==> config.mk <==
export PLATFORM = sky130hd
export DESIGN_NAME = solar_sweep_tracker_flat
export DESIGN_NICKNAME = d
export VERILOG_FILES = /design/src/rtl/solar_sweep_tracker_if.sv /design/src/rtl/solar_sweep_tracker.sv /design/src/flat_wrapper.sv
export SDC_FILE = /design/constraint.sdc
export NUM_CORES = 1
export LEC_CHECK = 0
export ABC_AREA = 1
export CAP_MARGIN = 20
export CELL_PAD_IN_SITES_DETAIL_PLACEMENT = 2
export CELL_PAD_IN_SITES_GLOBAL_PLACEMENT = 2
export CORE_MARGIN = 2
export CORE_UTILIZATION = 28
export CTS_CLUSTER_SIZE = 14
export DETAILED_ROUTE_END_ITERATION = 7
export GPL_TIMING_DRIVEN = 0
export PLACE_DENSITY = 0.76
export SLEW_MARGIN = 10
export SYNTH_ARGS = -nofsm -noshare
export SYNTH_HDL_FRONTEND = slang
export SYNTH_SLANG_ARGS = --single-unit
export TNS_END_PERCENT = 30
==> constraint.sdc <==
create_clock -name CLK -period 2.9 [get_ports CLK]
set_input_delay 0.435 -clock CLK [delete_from_list [all_inputs] [get_ports CLK]]
set_output_delay 0.435 -clock CLK [all_outputs]
set_load 0.1 [all_outputs]
==> src/rtl/solar_sweep_tracker_if.sv <==
// Bus bundle for the solar sweep tracker: button levels and ADC stream in,
// servo step pulses, status and positions out.
interface solar_sweep_tracker_if #(
   parameter int ADC_W = 12,
   parameter int POS_W = 8
);
   logic             BTN_L, BTN_R, BTN_U, BTN_D, BTN_C;
   logic [ADC_W-1:0] ADC_DATA;
   logic             ADC_VALID;
   logic             SERVO_L, SERVO_R, SERVO_U, SERVO_D;
   logic [2:0]       STAT;
   logic             BUSY, DONE;
   logic [POS_W-1:0] H_POS, V_POS;
   logic [ADC_W-1:0] MAX_VAL;

   // Stimulus side (buttons, ADC front end)
   modport master (
      output BTN_L, BTN_R, BTN_U, BTN_D, BTN_C, ADC_DATA, ADC_VALID,
      input  SERVO_L, SERVO_R, SERVO_U, SERVO_D, STAT, BUSY, DONE,
             H_POS, V_POS, MAX_VAL
   );

   // Tracker side
   modport slave (
      input  BTN_L, BTN_R, BTN_U, BTN_D, BTN_C, ADC_DATA, ADC_VALID,
      output SERVO_L, SERVO_R, SERVO_U, SERVO_D, STAT, BUSY, DONE,
             H_POS, V_POS, MAX_VAL
   );
endinterface

==> src/rtl/solar_sweep_tracker.sv <==
// Two-axis sun tracker: manual jog plus a calibration that sweeps each axis
// down to 0 while recording the ADC peak, then steps back up to the peak.
// Optional macro SWEEP_AUTO_RETRACK_EN: start a calibration automatically
// after RETRACK_TICKS idle step ticks in manual mode.
module solar_sweep_tracker #(
   parameter int ADC_W         = 12,
   parameter int POS_W         = 8,
   parameter int H_STEPS       = 180,
   parameter int V_STEPS       = 90,
   parameter int STEP_DIV      = 100000,
   parameter int RETRACK_TICKS = 60000
) (
   input  logic                  CLK,
   input  logic                  RST_N,
   solar_sweep_tracker_if.slave  bus
);
   localparam int               PW       = $clog2(STEP_DIV);
   localparam logic [PW-1:0]    DIV_LAST = PW'(STEP_DIV - 1);
   localparam logic [POS_W-1:0] H_LAST   = POS_W'(H_STEPS - 1);
   localparam logic [POS_W-1:0] V_LAST   = POS_W'(V_STEPS - 1);
   localparam logic [POS_W-1:0] H_MID    = POS_W'(H_STEPS / 2);
   localparam logic [POS_W-1:0] V_MID    = POS_W'(V_STEPS / 2);

   typedef enum logic [2:0] {
      S_MAN  = 3'd0,
      S_HSW  = 3'd1,
      S_HMAX = 3'd2,
      S_VSW  = 3'd3,
      S_VMAX = 3'd4
   } state_t;

   state_t           state_q, state_d;
   logic [PW-1:0]    presc_q, presc_d;
   logic             btn_c_q;
   logic [ADC_W-1:0] sample_q;
   logic [ADC_W-1:0] best_val_q, best_val_d;
   logic [POS_W-1:0] best_pos_q, best_pos_d;
   logic [ADC_W-1:0] max_val_q, max_val_d;
   logic [POS_W-1:0] h_pos_q, h_pos_d, v_pos_q, v_pos_d;
   logic [ADC_W-1:0] cand_val;
   logic [POS_W-1:0] cand_pos;
   logic             tick, c_rise, start;
   logic             srv_l, srv_r, srv_u, srv_d, done;

   assign tick   = (presc_q == DIV_LAST);
   assign c_rise = bus.BTN_C & ~btn_c_q;

`ifdef SWEEP_AUTO_RETRACK_EN
   localparam int IW = $clog2(RETRACK_TICKS + 1);
   logic [IW-1:0] idle_q, idle_d;
   logic          any_btn, idle_hit;

   assign any_btn = bus.BTN_L | bus.BTN_R | bus.BTN_U | bus.BTN_D | bus.BTN_C;

   // Idle tick counter: any button or being outside MAN restarts it
   always_comb begin
      idle_d   = idle_q;
      idle_hit = 1'b0;
      if (state_q != S_MAN || any_btn) begin
         idle_d = '0;
      end else if (tick) begin
         if (idle_q == IW'(RETRACK_TICKS - 1)) begin
            idle_hit = 1'b1;
            idle_d   = '0;
         end else begin
            idle_d = idle_q + 1'b1;
         end
      end
   end

   // Idle counter register
   always_ff @(posedge CLK) begin
      if (!RST_N) idle_q <= '0;
      else        idle_q <= idle_d;
   end

   assign start = c_rise | idle_hit;
`else
   assign start = c_rise;
`endif

   // Next state, step pulses and peak tracking
   always_comb begin
      state_d    = state_q;
      h_pos_d    = h_pos_q;
      v_pos_d    = v_pos_q;
      best_val_d = best_val_q;
      best_pos_d = best_pos_q;
      max_val_d  = max_val_q;
      cand_val   = best_val_q;
      cand_pos   = best_pos_q;
      srv_l      = 1'b0;
      srv_r      = 1'b0;
      srv_u      = 1'b0;
      srv_d      = 1'b0;
      done       = 1'b0;
      case (state_q)
         S_MAN: begin
            if (start) begin
               // No jog on the start cycle; sweep begins from the current spot
               state_d    = S_HSW;
               best_val_d = '0;
               best_pos_d = h_pos_q;
            end else if (tick) begin
               srv_l = bus.BTN_L & ~bus.BTN_R & (h_pos_q != '0);
               srv_r = bus.BTN_R & ~bus.BTN_L & (h_pos_q < H_LAST);
               srv_d = bus.BTN_D & ~bus.BTN_U & (v_pos_q != '0);
               srv_u = bus.BTN_U & ~bus.BTN_D & (v_pos_q < V_LAST);
            end
         end
         S_HSW: begin
            if (c_rise) begin
               state_d = S_MAN;
            end else if (tick) begin
               // Strict compare: on a tie the earlier (higher) position wins
               if (sample_q > best_val_q) begin
                  cand_val = sample_q;
                  cand_pos = h_pos_q;
               end
               best_val_d = cand_val;
               best_pos_d = cand_pos;
               if (h_pos_q == '0) begin
                  max_val_d = cand_val;
                  state_d   = S_HMAX;
               end else begin
                  srv_l = 1'b1;
               end
            end
         end
         S_HMAX: begin
            if (c_rise) begin
               state_d = S_MAN;
            end else if (tick) begin
               if (h_pos_q == best_pos_q) begin
                  state_d    = S_VSW;
                  best_val_d = '0;
                  best_pos_d = v_pos_q;
               end else begin
                  srv_r = 1'b1;
               end
            end
         end
         S_VSW: begin
            if (c_rise) begin
               state_d = S_MAN;
            end else if (tick) begin
               if (sample_q > best_val_q) begin
                  cand_val = sample_q;
                  cand_pos = v_pos_q;
               end
               best_val_d = cand_val;
               best_pos_d = cand_pos;
               if (v_pos_q == '0) begin
                  max_val_d = cand_val;
                  state_d   = S_VMAX;
               end else begin
                  srv_d = 1'b1;
               end
            end
         end
         S_VMAX: begin
            if (c_rise) begin
               state_d = S_MAN;
            end else if (tick) begin
               if (v_pos_q == best_pos_q) begin
                  max_val_d = best_val_q;
                  done      = 1'b1;
                  state_d   = S_MAN;
               end else begin
                  srv_u = 1'b1;
               end
            end
         end
         default: state_d = S_MAN;
      endcase
      if (srv_l) h_pos_d = h_pos_q - 1'b1;
      if (srv_r) h_pos_d = h_pos_q + 1'b1;
      if (srv_d) v_pos_d = v_pos_q - 1'b1;
      if (srv_u) v_pos_d = v_pos_q + 1'b1;
   end

   // Prescaler restarts on every state change so the first step lands a full period later
   always_comb begin
      presc_d = presc_q + 1'b1;
      if (state_d != state_q || tick) presc_d = '0;
   end

   // State, positions, peak and sample registers
   always_ff @(posedge CLK) begin
      if (!RST_N) begin
         state_q    <= S_MAN;
         presc_q    <= '0;
         btn_c_q    <= 1'b0;
         sample_q   <= '0;
         best_val_q <= '0;
         best_pos_q <= '0;
         max_val_q  <= '0;
         h_pos_q    <= H_MID;
         v_pos_q    <= V_MID;
      end else begin
         state_q    <= state_d;
         presc_q    <= presc_d;
         btn_c_q    <= bus.BTN_C;
         if (bus.ADC_VALID) sample_q <= bus.ADC_DATA;
         best_val_q <= best_val_d;
         best_pos_q <= best_pos_d;
         max_val_q  <= max_val_d;
         h_pos_q    <= h_pos_d;
         v_pos_q    <= v_pos_d;
      end
   end

   assign bus.SERVO_L = srv_l;
   assign bus.SERVO_R = srv_r;
   assign bus.SERVO_U = srv_u;
   assign bus.SERVO_D = srv_d;
   assign bus.DONE    = done;
   assign bus.STAT    = state_q;
   assign bus.BUSY    = (state_q == S_HSW) || (state_q == S_HMAX) ||
                        (state_q == S_VSW) || (state_q == S_VMAX);
   assign bus.H_POS   = h_pos_q;
   assign bus.V_POS   = v_pos_q;
   assign bus.MAX_VAL = max_val_q;
endmodule

==> src/flat_wrapper.sv <==
// flat-port wrapper written by rule: the top's interface ports become plain ports
module solar_sweep_tracker_flat 
#(
   parameter int ADC_W         = 12,
   parameter int POS_W         = 8,
   parameter int H_STEPS       = 180,
   parameter int V_STEPS       = 90,
   parameter int STEP_DIV      = 100000,
   parameter int RETRACK_TICKS = 60000
)
  (CLK, RST_N, bus_BTN_L, bus_BTN_R, bus_BTN_U, bus_BTN_D, bus_BTN_C, bus_ADC_DATA, bus_ADC_VALID, bus_SERVO_L, bus_SERVO_R, bus_SERVO_U, bus_SERVO_D, bus_STAT, bus_BUSY, bus_DONE, bus_H_POS, bus_V_POS, bus_MAX_VAL);
  solar_sweep_tracker_if #(.ADC_W(ADC_W), .POS_W(POS_W)) bus_i ();
  input  logic CLK;
  input  logic RST_N;
  input wire logic [$bits(bus_i.BTN_L)-1:0] bus_BTN_L;
  input wire logic [$bits(bus_i.BTN_R)-1:0] bus_BTN_R;
  input wire logic [$bits(bus_i.BTN_U)-1:0] bus_BTN_U;
  input wire logic [$bits(bus_i.BTN_D)-1:0] bus_BTN_D;
  input wire logic [$bits(bus_i.BTN_C)-1:0] bus_BTN_C;
  input wire logic [$bits(bus_i.ADC_DATA)-1:0] bus_ADC_DATA;
  input wire logic [$bits(bus_i.ADC_VALID)-1:0] bus_ADC_VALID;
  output wire logic [$bits(bus_i.SERVO_L)-1:0] bus_SERVO_L;
  output wire logic [$bits(bus_i.SERVO_R)-1:0] bus_SERVO_R;
  output wire logic [$bits(bus_i.SERVO_U)-1:0] bus_SERVO_U;
  output wire logic [$bits(bus_i.SERVO_D)-1:0] bus_SERVO_D;
  output wire logic [$bits(bus_i.STAT)-1:0] bus_STAT;
  output wire logic [$bits(bus_i.BUSY)-1:0] bus_BUSY;
  output wire logic [$bits(bus_i.DONE)-1:0] bus_DONE;
  output wire logic [$bits(bus_i.H_POS)-1:0] bus_H_POS;
  output wire logic [$bits(bus_i.V_POS)-1:0] bus_V_POS;
  output wire logic [$bits(bus_i.MAX_VAL)-1:0] bus_MAX_VAL;
  assign bus_i.BTN_L = bus_BTN_L;
  assign bus_i.BTN_R = bus_BTN_R;
  assign bus_i.BTN_U = bus_BTN_U;
  assign bus_i.BTN_D = bus_BTN_D;
  assign bus_i.BTN_C = bus_BTN_C;
  assign bus_i.ADC_DATA = bus_ADC_DATA;
  assign bus_i.ADC_VALID = bus_ADC_VALID;
  assign bus_SERVO_L = bus_i.SERVO_L;
  assign bus_SERVO_R = bus_i.SERVO_R;
  assign bus_SERVO_U = bus_i.SERVO_U;
  assign bus_SERVO_D = bus_i.SERVO_D;
  assign bus_STAT = bus_i.STAT;
  assign bus_BUSY = bus_i.BUSY;
  assign bus_DONE = bus_i.DONE;
  assign bus_H_POS = bus_i.H_POS;
  assign bus_V_POS = bus_i.V_POS;
  assign bus_MAX_VAL = bus_i.MAX_VAL;
  solar_sweep_tracker #(.ADC_W(ADC_W), .POS_W(POS_W), .H_STEPS(H_STEPS), .V_STEPS(V_STEPS), .STEP_DIV(STEP_DIV), .RETRACK_TICKS(RETRACK_TICKS)) u_core (.CLK(CLK), .RST_N(RST_N), .bus(bus_i));
endmodule
==> flow_summary.json <==
{
  "p_leak_uw": 0.002766,
  "n_antenna_cell": 0,
  "cts.htree.levels": 3,
  "clkTransAtPathRegs_ps": 60,
  "setup_violations": 0,
  "reg2reg_depth": 17,
  "die_y_microns": 140.6,
  "place_hpwl_microns": 14240,
  "clockBufferDepth": 2,
  "drt_pass1_iterations": 4,
  "rsz0062_at_grt": "true",
  "worst_pin_slew_ps": 1010,
  "synth_nets": 834,
  "drcViolationCount": 0,
  "routed_wl_microns": 19110,
  "endpoint_kind": "flip-flop",
  "switching_share_pct": 30.68,
  "grt_util_all_layers_pct": 19.47,
  "seq_area_sq_um": 1678,
  "period_needed_ps": 2841,
  "synthArstFlopShare_pct": 0,
  "yosysTopAreaCellShare_pct": 31.05,
  "portBuffers": 56,
  "first_iter_violations": 217,
  "multi_input_area_sq_um": 3309,
  "fin_hold_ws_ps": 446.4,
  "grt_pass1_vias": 5866,
  "gp_congestion": 0.8151,
  "p_sw_uw": 936.1,
  "combPwrFrac_pct": 18.1,
  "p_int_uw": 2115,
  "antenna_found_initial": 0,
  "rows": 49,
  "maxSlewHeadroom_pct": 32.43,
  "syn2layout_area_growth_pct": 29.28,
  "numCtsBuffers": 9,
  "synth.avg_cell_area_sq_um": 6.636,
  "crit_type": "reg -> reg",
  "min_period_over_period_pct": 97.98,
  "clockRootBuffer": "clkbuf_16",
  "layout-drive-gt1-share_pct": 16.55,
  "netlist_instances": 787,
  "route.vias.total": 5419,
  "critPathLaunchType": "flip-flop",
  "cts_sinks": 81,
  "num-fill-cells": 2155,
  "synth-edff-count": 0,
  "cap_violations": 0,
  "clock.fmax_ghz": 0.3519,
  "clock-skew-final_ps": 8.400,
  "hold_class": "reg -> reg",
  "ir_worst_vdd_mv": 0.2928,
  "p_per_area_nw_per_um2": 452.0,
  "worstHoldPathCells": 1,
  "core_sq_um": 18150,
  "yosysWarnings": 0,
  "p_clk_share_pct": 43.0,
  "synth_cell_types": 39,
  "cts_hold_buf": 0,
  "die_w_microns": 140.6,
  "synth-seq-cells": 81,
  "cp.required_ps": 3130,
  "grt_max_degree": 14,
  "synth_area_leaders": "dfxtp_1, nand2_1, nor2_1",
  "synth_area_sq_um": 5223,
  "die_area_sq_um": 19760,
  "clk_latency_ps": 350,
  "finalSetupTns_ps": 0,
  "cts_tree": "done",
  "nNetsFinal": 920,
  "maxSlewViolCount": 0,
  "overflow": 0,
  "grt_pass1_wl_microns": 30750,
  "p_seq_share_pct": 38.9,
  "crit_fanout": 7,
  "arrival_ps": 3070,
  "yosysSeqAreaShare_pct": 31.05,
  "hold_viol": 0,
  "routedWlPerCell_microns": 17.30,
  "synth_ff_type": "dfxtp_1",
  "final_antenna_net_count": 0,
  "status": "finished, final reports clean",
  "initial_core_util_pct": 28.78,
  "ios": 57,
  "synth_area_leader_cell": "dfxtp_1",
  "routed_via_density": 4.904
}
-- state kept, by name, indices dropped and copies added, names as in the netlist --
register and count:
u_core.presc_q 17, u_core.best_val_q 12, u_core.bus.MAX_VAL 12, u_core.sample_q 12, u_core.best_pos_q 8, u_core.bus.H_POS 8
u_core.bus.V_POS 8, u_core.bus.STAT 3, u_core.btn_c_q 1
-- kinds of logic after synthesis --
kind of cell             after synthesis  synth area share, %
AO/OA/AOI/OAI                        126                13.42
XOR/XNOR                              30                5.031
AND/OR/NAND/NOR                      413                35.10
flip-flops                            81                31.05
buffers and inverters                110                8.649
adder cells (fa/ha/maj)               27                6.756
-- per-stage QoR --
stage	cells	power (uW)	utilization (%)	instance area [sq um]	setup slack (ps)
finish	1105	3052	37.20	6751	58.66
global placement	1072	1736	33.65	6106	-634.3
floorplan	787	1588	-	5259	12.44
CTS	1094	3086	36.20	6570	-86.32
global route	1105	3191	37.20	6751	-106.7
detailed placement	1072	1766	33.65	6106	-761.7
-- path summary, 6_finish.rpt --
kind	start	end	slack [ps]
worst max-delay path	u_core.bus.STAT[0]	u_core.bus.V_POS[7]	60
worst max register to register	u_core.bus.STAT[0]	u_core.bus.V_POS[7]	60
worst min-delay path	u_core.presc_q[0]	u_core.presc_q[0]	450
worst min register to register	u_core.presc_q[0]	u_core.presc_q[0]	450
-- synth_stat cells (3+ instances only) --
cell type  number
nand3_2         3
o21ai_0        59
nor3_1          8
buf_2           3
buf_4           3
o211ai_1        5
nand4_1         7
inv_1          81
clkbuf_1       13
xnor2_1         7
nand3_1        34
nor2_1        135
nor2_4         14
dfxtp_1        81
a21oi_2        10
nor2_2          7
o21ai_1         5
ha_1           25
a21oi_1        39
inv_2           7
xor2_1         23
nand2_1       195
-- critical path, cell delays in order, from the launching register on --
cell and delay (ps):
dfxtp_4 390, nor2_4 190, nand2_2 120, nor4_1 180, o21ai_1 130, nand2_1 150
nand3_4 120, buf_12 150, ha_4 290, nand2_1 70, nor2_1 170, a211oi_2 80
nor3_1 240, nor2_1 80, nand2_1 90, nand3_1 110, nand2_1 90, nor2_1 60
-- power by group through the flow --
stage | clock network [uW] | logic, uW | registers [uW]
floorplan | 0 | 291 | 1300
global placement | 0 | 525 | 1210
detailed placement | 0 | 551 | 1220
CTS | 1340 | 556 | 1190
global route | 1380 | 619 | 1190
finish | 1310 | 554 | 1190
-- cells in the final DEF, fill, tap and decap left out, drive strengths merged, types with 2 or more instances in the layout --
cell type      netlist  layout
buf                  8      32
ha                  25      25
xor2                23      23
dfxtp               81      81
nor3                11      11
o211ai               5       5
a211oi               2       2
nand3               39      39
a21oi               49      49
inv                 88      87
nand2              197     197
clkinv               1       2
a31oi                2       2
clkinvlp             0       2
clkdlybuf4s50        0      50
bufinv               0       2
fa                   2       2
o21ai               64      64
clkbuf              13      24
nand4                7       7
nor2               156     156
xnor2                7       7
-- per-layer routing --
layer	up-vias	GRT usage, %	wire, microns
met2	53	35.71	9807
li1	2674	-	-
met5	-	0	0
met3	16	2.106	400
met4	0	5.842	261
met1	2676	24.05	8645
-- what timing repair did --
action,in CTS,in global routing
buffers inserted,8,11
pin swaps,5,11
resized for setup,41,35
endpoints found under the setup margin,15,15
-- area by class of cell --
cell class              instances  share of cell area [%]
plain buffers                  21                   1.742
clock buffers                  10                   3.706
clock inverters                 4                   1.130
inverters                      89                   5.004
multi-input cells             596                   49.02
flip-flops and latches         81                   24.85
well taps                     229                   4.244
repair buffers                 75                   10.30
Power figures use the tool's default switching activity.
